[src/rtl/axi_lite_pkg.sv]
// =============================================================================
// Module  : axi_lite_pkg
// Brief   : Shared AXI4-Lite response codes and initiator FSM state encoding.
// Revision: 1.0 - initial release
// =============================================================================
`default_nettype none

package axi_lite_pkg;

    typedef enum logic [1:0] {
        OKAY   = 2'b00,
        EXOKAY = 2'b01,
        SLVERR = 2'b10,
        DECERR = 2'b11
    } resp_t;

    typedef enum logic [2:0] {
        S_IDLE  = 3'd0,
        S_WR    = 3'd1,
        S_WR_B  = 3'd2,
        S_RD_AR = 3'd3,
        S_RD_R  = 3'd4,
        S_RSP   = 3'd5
    } state_t;

endpackage

`default_nettype wire

[src/rtl/axi_lite_master.sv]
// =============================================================================
// Module  : axi_lite_master
// Brief   : Single-outstanding AXI4-Lite initiator driven by a cmd/rsp pair.
// Revision: 1.0 - initial release
// =============================================================================
`default_nettype none

module axi_lite_master
    import axi_lite_pkg::*;
#(
    parameter int AXI_ADDR_BW_p = 12,
    parameter int ERR_CNT_BW_p  = 8
) (
    input  logic                     clk,
    input  logic                     rst_n,
    input  logic                     i_cmd_valid,
    output logic                     o_cmd_ready,
    input  logic                     i_cmd_write,
    input  logic [AXI_ADDR_BW_p-1:0] i_cmd_addr,
    input  logic [31:0]              i_cmd_wdata,
    output logic                     o_rsp_valid,
    input  logic                     i_rsp_ready,
    output logic                     o_rsp_write,
    output logic [31:0]              o_rsp_rdata,
    output logic [1:0]               o_rsp_resp,
    output logic [ERR_CNT_BW_p-1:0]  o_err_cnt,
    output logic [AXI_ADDR_BW_p-1:0] o_axi_awaddr,
    output logic                     o_axi_awvalid,
    input  logic                     i_axi_awready,
    output logic [31:0]              o_axi_wdata,
    output logic                     o_axi_wvalid,
    input  logic                     i_axi_wready,
    input  logic [1:0]               i_axi_bresp,
    input  logic                     i_axi_bvalid,
    output logic                     o_axi_bready,
    output logic [AXI_ADDR_BW_p-1:0] o_axi_araddr,
    output logic                     o_axi_arvalid,
    input  logic                     i_axi_arready,
    input  logic [31:0]              i_axi_rdata,
    input  logic [1:0]               i_axi_rresp,
    input  logic                     i_axi_rvalid,
    output logic                     o_axi_rready
);

    localparam logic [ERR_CNT_BW_p-1:0] c_err_one = {{(ERR_CNT_BW_p-1){1'b0}}, 1'b1};

    state_t state_q;
    logic   aw_done_q;
    logic   w_done_q;

    logic   w_aw_fin;
    logic   w_w_fin;
    logic   w_err_sat;

    // A channel counts as finished if it completed earlier or handshakes this cycle.
    assign w_aw_fin  = aw_done_q | (o_axi_awvalid & i_axi_awready);
    assign w_w_fin   = w_done_q  | (o_axi_wvalid  & i_axi_wready);
    assign w_err_sat = &o_err_cnt;

    always_ff @(posedge clk or negedge rst_n) begin
        if (!rst_n) begin
            state_q       <= S_IDLE;
            aw_done_q     <= 1'b0;
            w_done_q      <= 1'b0;
            o_cmd_ready   <= 1'b1;
            o_rsp_valid   <= 1'b0;
            o_rsp_write   <= 1'b0;
            o_rsp_rdata   <= '0;
            o_rsp_resp    <= '0;
            o_err_cnt     <= '0;
            o_axi_awaddr  <= '0;
            o_axi_awvalid <= 1'b0;
            o_axi_wdata   <= '0;
            o_axi_wvalid  <= 1'b0;
            o_axi_bready  <= 1'b0;
            o_axi_araddr  <= '0;
            o_axi_arvalid <= 1'b0;
            o_axi_rready  <= 1'b0;
        end else begin
            case (state_q)
                S_IDLE: begin
                    if (i_cmd_valid && o_cmd_ready) begin
                        o_cmd_ready <= 1'b0;
                        o_rsp_write <= i_cmd_write;
                        if (i_cmd_write) begin
                            o_axi_awaddr  <= i_cmd_addr;
                            o_axi_wdata   <= i_cmd_wdata;
                            o_axi_awvalid <= 1'b1;
                            o_axi_wvalid  <= 1'b1;
                            aw_done_q     <= 1'b0;
                            w_done_q      <= 1'b0;
                            state_q       <= S_WR;
                        end else begin
                            o_axi_araddr  <= i_cmd_addr;
                            o_axi_arvalid <= 1'b1;
                            state_q       <= S_RD_AR;
                        end
                    end
                end
                S_WR: begin
                    if (o_axi_awvalid && i_axi_awready) begin
                        o_axi_awvalid <= 1'b0;
                        aw_done_q     <= 1'b1;
                    end
                    if (o_axi_wvalid && i_axi_wready) begin
                        o_axi_wvalid <= 1'b0;
                        w_done_q     <= 1'b1;
                    end
                    if (w_aw_fin && w_w_fin) begin
                        o_axi_bready <= 1'b1;
                        state_q      <= S_WR_B;
                    end
                end
                S_WR_B: begin
                    if (i_axi_bvalid) begin
                        o_rsp_resp   <= i_axi_bresp;
                        o_rsp_rdata  <= '0;
                        o_axi_bready <= 1'b0;
                        o_rsp_valid  <= 1'b1;
                        state_q      <= S_RSP;
                        if ((i_axi_bresp != OKAY) && !w_err_sat) begin
                            o_err_cnt <= o_err_cnt + c_err_one;
                        end
                    end
                end
                S_RD_AR: begin
                    if (i_axi_arready) begin
                        o_axi_arvalid <= 1'b0;
                        o_axi_rready  <= 1'b1;
                        state_q       <= S_RD_R;
                    end
                end
                S_RD_R: begin
                    if (i_axi_rvalid) begin
                        o_rsp_resp   <= i_axi_rresp;
                        o_rsp_rdata  <= i_axi_rdata;
                        o_axi_rready <= 1'b0;
                        o_rsp_valid  <= 1'b1;
                        state_q      <= S_RSP;
                        if ((i_axi_rresp != OKAY) && !w_err_sat) begin
                            o_err_cnt <= o_err_cnt + c_err_one;
                        end
                    end
                end
                S_RSP: begin
                    if (i_rsp_ready) begin
                        o_rsp_valid <= 1'b0;
                        o_cmd_ready <= 1'b1;
                        state_q     <= S_IDLE;
                    end
                end
                default: begin
                    state_q <= S_IDLE;
                end
            endcase
        end
    end

endmodule

`default_nettype wire

[config.mk]
export PLATFORM = sky130hd
export DESIGN_NAME = axi_lite_master
export DESIGN_NICKNAME = d
export VERILOG_FILES = /design/src/rtl/axi_lite_pkg.sv /design/src/rtl/axi_lite_master.sv
export SDC_FILE = /design/constraint.sdc
export NUM_CORES = 1
export LEC_CHECK = 0
export CAP_MARGIN = 40
export CORE_MARGIN = 2
export CORE_UTILIZATION = 42
export CTS_BUF_LIST = sky130_fd_sc_hd__clkbuf_4 sky130_fd_sc_hd__clkbuf_8 sky130_fd_sc_hd__clkbuf_16
export CTS_CLUSTER_SIZE = 12
export DETAILED_ROUTE_END_ITERATION = 7
export MAX_ROUTING_LAYER = met4
export PLACE_DENSITY = 0.78
export SYNTH_ARGS = -nofsm -noshare
export SYNTH_HDL_FRONTEND = slang
export SYNTH_SLANG_ARGS = --single-unit
[constraint.sdc]
create_clock -name clk -period 2.68 [get_ports clk]
set_input_delay 0.67 -clock clk [delete_from_list [all_inputs] [get_ports clk]]
set_output_delay 0.67 -clock clk [all_outputs]
set_load 0.05 [all_outputs]
After elaboration in Yosys (flattened, before gate mapping):

Cells that the tools add are included.

* $add $sub $neg: 1
* bitwise logic cells: 5
* multiplexer cells: 48
* reductions and logical operators: 31
* equal/unequal tests: 17

Operators with widths (count)
* $mux 32: 2
* $pmux 32 s2: 1
* $mux 8: 4
* $ne 2x2->1 const B: 12
* $mux 1: 20
* $mux 3: 6
* $pmux 3 s6: 1
* $reduce_and 3->1: 6
* $pmux 1 s2: 8
* $pmux 8 s2: 1
* $reduce_and 4->1: 4
* $reduce_bool 2->1: 8
* $add 8x1->8 const B: 1
* $reduce_and 8->1: 1
* $eq 3x2->1 const B: 2
* $eq 3x3->1 const B: 2
* $logic_and 1x1->1: 6
* $mux 2: 3
* $reduce_and 6->1: 1
* $reduce_and 5->1: 1
* $pmux 2 s2: 1
* $eq 3x1->1 const B: 1
* $logic_not 3->1: 1
* $pmux 1 s3: 1
* other kinds (6): 8

* bits of input ports: 90
* word-level logic and storage cells: 119
* register bits after elaboration: 111
* output and inout port bits: 106

Logic depth before layout (Yosys ltp):

Gate-level depths: netlist of run 1.

* depth in word-level cells: 6
* mapped depth: 7
* mapped depth without buffers: 6

Worst setup path before layout of run 1:

Ideal clock, no wire load.

* path type: flip-flop to flip-flop
* start point: register o_err_cnt[0]
* end point: register o_err_cnt[7]
* stages on the path, launching flop included: 7
* setup time: 0.082 ns
* arrival: 1.987 ns
* data required time: 2.598 ns
* path slack: 0.611 ns
* cells stage by stage: dfrtp_1 ha_1 nand3_1 o22ai_1 a221o_1 nor4_2 xor2_1

* word-level cells in the longest chain between the ends: 5
* elaborated cells on any way between the ends: 13
* those cells by class: 1 x add/sub; 2 x eq/ne; 5 x mux; 5 x reduce/logical

Ends and longest elaborated chain
* start, declared: RTL line axi_lite_master.sv:26 `output logic [ERR_CNT_BW_p-1:0] o_err_cnt,`
* start signal, assigned: RTL line axi_lite_master.sv:122 `o_err_cnt <= o_err_cnt + c_err_one;`
* start signal, assigned: RTL line axi_lite_master.sv:141 `o_err_cnt <= o_err_cnt + c_err_one;`
* parallel branches: the longest is 5 deep, another holds $add 8x1->8

Parallel ways; which one is timed is not known. The select of a mux whose other input is x is not followed.
A chain may end at the register's enable or synchronous reset.

Worst setup path in the final report of run 1:

* start point: register o_cmd_ready
* end point: output o_cmd_ready

RTL lines
* start, declared: RTL line axi_lite_master.sv:17 `output logic o_cmd_ready,`
* start signal, assigned: RTL line axi_lite_master.sv:65 `o_cmd_ready <= 1'b1;`
* start signal, assigned: RTL line axi_lite_master.sv:83 `o_cmd_ready <= 1'b0;`
* start signal, assigned: RTL line axi_lite_master.sv:148 `o_cmd_ready <= 1'b1;`

No word-level cell between the ends.

==> metrics, run 1 <==
Tot GR Track Use=20.4%; Ports=196; starting utilization of the core area=between 40 and 50%; die height=106 um; core area=10200 um2; post-route antenna net violation count=0; DIE AREA=11200 um2; Worst Max-Slew Pin Slew=0.559 ns; top post-synthesis cells by area=dfrtp_1 (63%), mux2_2 (14%), a22o_1 (6.7%); Fillers=a little over 800; Final WS setup=0.292 ns; CP arrival=1.72 ns; wl on met1=4520 um; post-cts sizing count=0; DR top layer=met4; max cap viols=0; DR pass1 iterations=4; Congestion Overflow GR=0; asr flop ratio synth=100%; TritonCTS Buffers=9; unrepaired setup endpoints after global routing=false; storage element area=2780 um2; predominant post-synthesis flop cell=dfrtp_1; CTS tree=built; dpl ws=0.200 ns; diode count=0; Multi-input gate area=1460 um2; CP Buf/Inv Count=1; Port-buffer cells=195; Worst-Skew Late Latency=0.36 ns; vias in the first global route=3406; Worst Setup Start Kind=flip-flop; drt first-iter violations=174; outcome=finished clean; DR WL/cell=16.7 um; slowest stage delay, CP=roughly 0.80 ns; Detail Placement HPWL=7940 um; max-slew violations=0; H-tree levels=3; Met3 Wirelength=roughly 720 um; post-CTS setup buffer count=0; vias per std cell=5.10; slowest cell on the critical path=clkdlybuf4s50_1; routed vias=3272; Power Dens Cells=1190 nW/um2; worst hold margin=0.236 ns; most instantiated library cell after synthesis=dfrtp_1; cts hold-fix bufs=0; Clock transition at path regs=0.10 ns; clock skew=approximately 0.014 ns; Slew headroom=around 63%; Mapped Cells=304; Post-synth top cells=dfrtp_1 (110), mux2_2 (54), a22o_1 (33); Yosys reg bits=111; synth warn=0; initial antenna violation count=0; top cell type's share of synthesized area=63.4%; Std-Cell Rows=37; Hold Path Class=in -> async; layout cell share with drive strength beyond 1=17.4%; NumNets Final=roughly 600; Sink Count=111; pin count of the biggest net entering global routing=50; DRC errors left=0; Leak Pwr=about 0.0030 uW; Die X=106 um; register area share after synthesis=64.0%; Fin. Hold Viols=0; maximum VDD drop=0.000671 V; Mapped Nets=395; Area Overhead vs Synth=53.2%; Tcrit/Tclk final=89.1%; Tmin final=roughly 2.4 ns; crit-path max FO=4; fmax=419 MHz; routed length on met2=5330 um; worst-path cell chain=clkdlybuf4s50_1; GP Congestion=0.783; Distinct cells, synth=41; clock root cell=clkbuf_8; Data required, critical path=2.01 ns; first-pass GRT wire length=17400 um; synthesized area per cell=14.3 um2; Synth area leader=dfrtp_1; CTS max path bufs=2; CP top delay family=buffers and inverters; final setup TNS=0 ns; Setup Crit Path Kind=reg -> out; final WL=approximately 11000 um; Mapped Area=4340 um2; Post-synth EDFFs=0; final setup fails=0; Crit. End Element=output pin
[registers in the layout, indices dropped and copies added, names as in the netlist, 2 cells and up]
name,cells
o_axi_araddr,12
state_q,3
o_rsp_rdata,32
o_err_cnt,8
o_axi_wdata,32
o_rsp_resp,2
o_axi_awaddr,12
[layout by cell type (no fill, tap or decap), types with 2 or more instances in the layout]
master / synthesis / final
clkbuf_8: 0 / 11
buf_12: 0 / 2
mux2_2: 54 / 54
o22ai_1: 2 / 2
nor4_2: 2 / 2
nand3_1: 2 / 2
buf_4: 2 / 7
a21o_1: 2 / 2
xor2_1: 5 / 5
clkdlybuf4s50_1: 0 / 194
mux2i_1: 3 / 3
a22o_1: 33 / 33
mux2_1: 2 / 2
nor3_1: 2 / 2
clkinv_4: 0 / 2
a21oi_1: 5 / 5
and2_0: 2 / 2
dfrtp_1: 110 / 110
a31oi_1: 4 / 4
nand2_1: 17 / 16
o21ai_0: 9 / 9
nor2_1: 5 / 5
a32o_1: 2 / 2
inv_1: 5 / 5
xnor2_1: 2 / 2
inv_6: 0 / 2
[logic make-up after synthesis]
group,after synthesis,share of synthesized area (%)
AOI/OAI and AO/OA,67,12.0
xor gates and xnor gates,7,1.41
buffers and inverters,23,2.48
muxes,59,15.2
and+or+nand+nor,36,4.61
DFF,111,64.0
adders and majority gates,1,0.288
[worst register-to-register path, stage by stage (launching register included)]
cell and delay [ns]:
dfrtp_1 0.68, nor2_2 0.12, and2_0 0.27, a221o_1 0.46, nor4_2 0.31, xor2_1 0.18
[layout make-up]
class,instances,share of cell area [%]
sequential,111,41.8
clock buffer,11,2.28
clock inverter,5,0.602
inverter,5,0.282
multi-input combinational,170,21.9
timing repair buffer,203,30.6
tap,136,2.56
[power breakdown]
group / internal (uW) / switching (uW) / total [uW]
Sequential: 2260 / 410 / 2670
Clock: 398 / 550 / 949
Combinational: 1570 / 2700 / 4270
Total: 4230 / 3660 / 7890
[path summary, 6_finish.rpt]
kind | from | to | slack, ns | cells past startpoint
setup reg to reg | state_q[0]$_DFFE_PN0P_ | o_err_cnt[7]$_DFFE_PN0P_ | 0.61 | 5
hold / removal | rst_n | o_rsp_rdata[11]$_DFFE_PN0P_ | 0.24 | 1
hold reg to reg | o_rsp_resp[1]$_DFFE_PN0P_ | o_rsp_resp[1]$_DFFE_PN0P_ | 0.49 | 2
max in group asynchronous | rst_n | o_axi_wdata[7]$_DFFE_PN0P_ | 1.67 | 2
min in group clk | o_rsp_resp[1]$_DFFE_PN0P_ | o_rsp_resp[1]$_DFFE_PN0P_ | 0.49 | 2
setup / recovery | o_cmd_ready$_DFFE_PN1P_ | o_cmd_ready | 0.29 | 1
[per-stage QoR]
step	util, %	instance area (um2)	cells	total power, uW
after floorplan	-	4340	304	5440
after global placement	63.4	6460	625	6900
after detailed placement	63.4	6460	625	6990
after CTS	65.3	6650	641	7970
after global routing	65.3	6650	641	8290
final	65.3	6650	641	7890
[layer usage]
layer,vias up,track usage (%)
li1,1501,-
met1,1628,26.0
met2,126,33.0
met3,17,4.58
met4,0,5.73
met5,-,-
Power figures use the tool's default switching activity.
==> run 2, diff against run 1 <==
- CORE_MARGIN: 2 -> 1.5
==> run 2 against run 1 <==
Effect of this change:
- global-route usage grew 0.13 points
- sequential power hardly changed
- combinational power barely moved
- non-clock buffer count down 1
- clock-buffer cell count fell by 1
- worst hold slack gained 0.12 ns
- sequential share of layout area decreased by 0.22 points
- clock skew decreased by 0.0024 ns
- setup slack improved by 0.0027 ns
- largest cell class unchanged
==> metrics, run 2 (synthesis results as in run 1) <==
starting utilization of the core area=43.8% (was 42.6%); Sink Count=111 (unchanged); drt first-iter violations=133 (was 174); Hold Path Class=in -> async (unchanged); CTS tree=built (unchanged); worst r2r src=state_q[0]$_DFFE_PN0P_ (unchanged); crit-path max FO=4 (unchanged); outcome=finished clean (unchanged); Tcrit/Tclk final=89.0% (was 89.1%); Congestion Overflow GR=0 (unchanged); H-tree levels=3 (unchanged); Std-Cell Rows=36 (was 37); initial antenna violation count=0 (unchanged); max-slew violations=0 (unchanged); commonest non-fill, non-tap cell in the layout=clkdlybuf4s50_1 (unchanged); routed vias=3252 (was 3272); layout cell share with drive strength beyond 1=17.1% (was 17.4%); DR WL/cell=16.6 um (was 16.7 um); Worst Setup Start Kind=flip-flop (unchanged); maximum VDD drop=0.000697 V (was 0.000671 V); slowest stage delay, CP=0.81 ns (was 0.80 ns); Setup Crit Path Kind=reg -> out (unchanged); GP Congestion=0.769 (was 0.783); Worst Max-Slew Pin Slew=0.617 ns (was 0.559 ns); fmax=419 MHz (about the same); DRC errors left=0 (unchanged); cts hold-fix bufs=0 (unchanged); post-cts sizing count=0 (unchanged); max cap viols=0 (unchanged); Power Dens Cells=1210 nW/um2 (was 1190 nW/um2); NumNets Final=590 (was 591); pin count of the biggest net entering global routing=112 (was 50); first-pass GRT wire length=17300 um (was 17400 um); met2 usage=32.4% (was 33.0%); worst-path cell chain=clkdlybuf4s50_1 (unchanged); final setup TNS=0 ns (unchanged); Worst-Skew Late Latency=0.35 ns (was 0.36 ns); Fin. Hold Viols=0 (unchanged); most frequent cells in the layout=clkdlybuf4s50_1 (194), dfrtp_1 (110), mux2_2 (54) (unchanged); CP Buf/Inv Count=1 (unchanged); met1 Use GR=25.6% (was 26.0%); CTS max path bufs=2 (unchanged); Data required, critical path=2.01 ns (about the same); Die X=105 um (was 106 um); core area=9910 um2 (was 10200 um2); Pwr Total=8080 uW (was 7890 uW); unrepaired setup endpoints after global routing=false (unchanged); vias in the first global route=3428 (was 3406); Tot GR Track Use=20.5% (was 20.4%); slowest cell on the critical path=clkdlybuf4s50_1 (unchanged); DR pass1 iterations=4 (unchanged); final setup fails=0 (unchanged); DIE AREA=11000 um2 (was 11200 um2); CP arrival=1.72 ns (about the same); M3 GR Usage=4.80% (was 4.58%); Detail Placement HPWL=7450 um (was 7940 um); diode count=0 (unchanged); dpl ws=0.0751 ns (was 0.200 ns); Leak Pwr=0.00302 uW (was 0.00301 uW); post-route antenna net violation count=0 (unchanged); TritonCTS Buffers=9 (unchanged); Crit. Startpoint=o_cmd_ready$_DFFE_PN1P_ (unchanged); Final WS setup=0.294 ns (was 0.292 ns); Top Registers=o_axi_wdata (32), o_rsp_rdata (32) (unchanged); Tmin final=2.39 ns (about the same); clock root cell=clkbuf_8 (unchanged); Slew headroom=58.9% (was 62.6%); CP top delay family=buffers and inverters (unchanged); final WL=10600 um (was 10700 um); Port-buffer cells=195 (unchanged); post-CTS setup buffer count=0 (unchanged); die height=105 um (was 106 um); Clock transition at path regs=0.09 ns (was 0.10 ns); Ports=196 (unchanged); Area Overhead vs Synth=54.0% (was 53.2%); Final Core Density=67.5% (was 65.3%); Crit. End Element=output pin (unchanged); clock skew=0.0117 ns (was 0.0140 ns); GRT busiest layer=met2 (unchanged); vias per std cell=5.11 (was 5.10)
run 2: path summary, 6_finish.rpt:
check | end | depth (start not counted) | slack (ns)
min reg2reg | o_rsp_resp[0]$_DFFE_PN0P_ | 2 | 0.49
min | o_err_cnt[4]$_DFFE_PN0P_ | 2 | 0.35
max in group asynchronous | o_axi_rready$_DFFE_PN0P_ | 2 | 1.84
max reg2reg | o_err_cnt[5]$_DFFE_PN0P_ | 5 | 0.56
min in group clk | o_rsp_resp[0]$_DFFE_PN0P_ | 2 | 0.49
max | o_cmd_ready | 1 | 0.29
run 2: routing by layer:
metal  share of wire (%)  wire [um]
met1                  43       4550
met3                 7.2        765
met2                  48       5050
met4                 2.1        225
met5                   0          0
run 2: worst register-to-register path, stage by stage (launching register included):
cell,delay (ns)
dfrtp_1,0.67
nor2_2,0.12
and2_0,0.26
a221o_1,0.46
nor3_1,0.35
xor2_1,0.19
run 2: final cells by class:
type | count | area (um2)
fillers | 738 | 3220
flip-flops and latches | 111 | 2780
repair buffers | 202 | 2030
multi-input cells | 170 | 1460
well taps | 133 | 166
clock buffers | 10 | 131
clock inverters | 5 | 106
inverters | 5 | 18.8
run 2: through the flow:
step	std cells	hold WS, ns	area (um2)
floorplan	304	0.374	4340
global placement	621	0.462	6450
detailed placement	621	0.480	6450
CTS	636	0.404	6690
global route	636	0.438	6690
finish	636	0.351	6690
run 2: report_power, final:
group | internal, uW | switching, uW
registers | 2260 | 406
clock network | 630 | 533
logic | 1570 | 2690
total | 4450 | 3630
==> run 3, diff against run 2 <==
- SKIP_LAST_GASP: not set -> 1
==> results of run 3 <==
Final layout, timing and power as in run 2 (identical DEF).
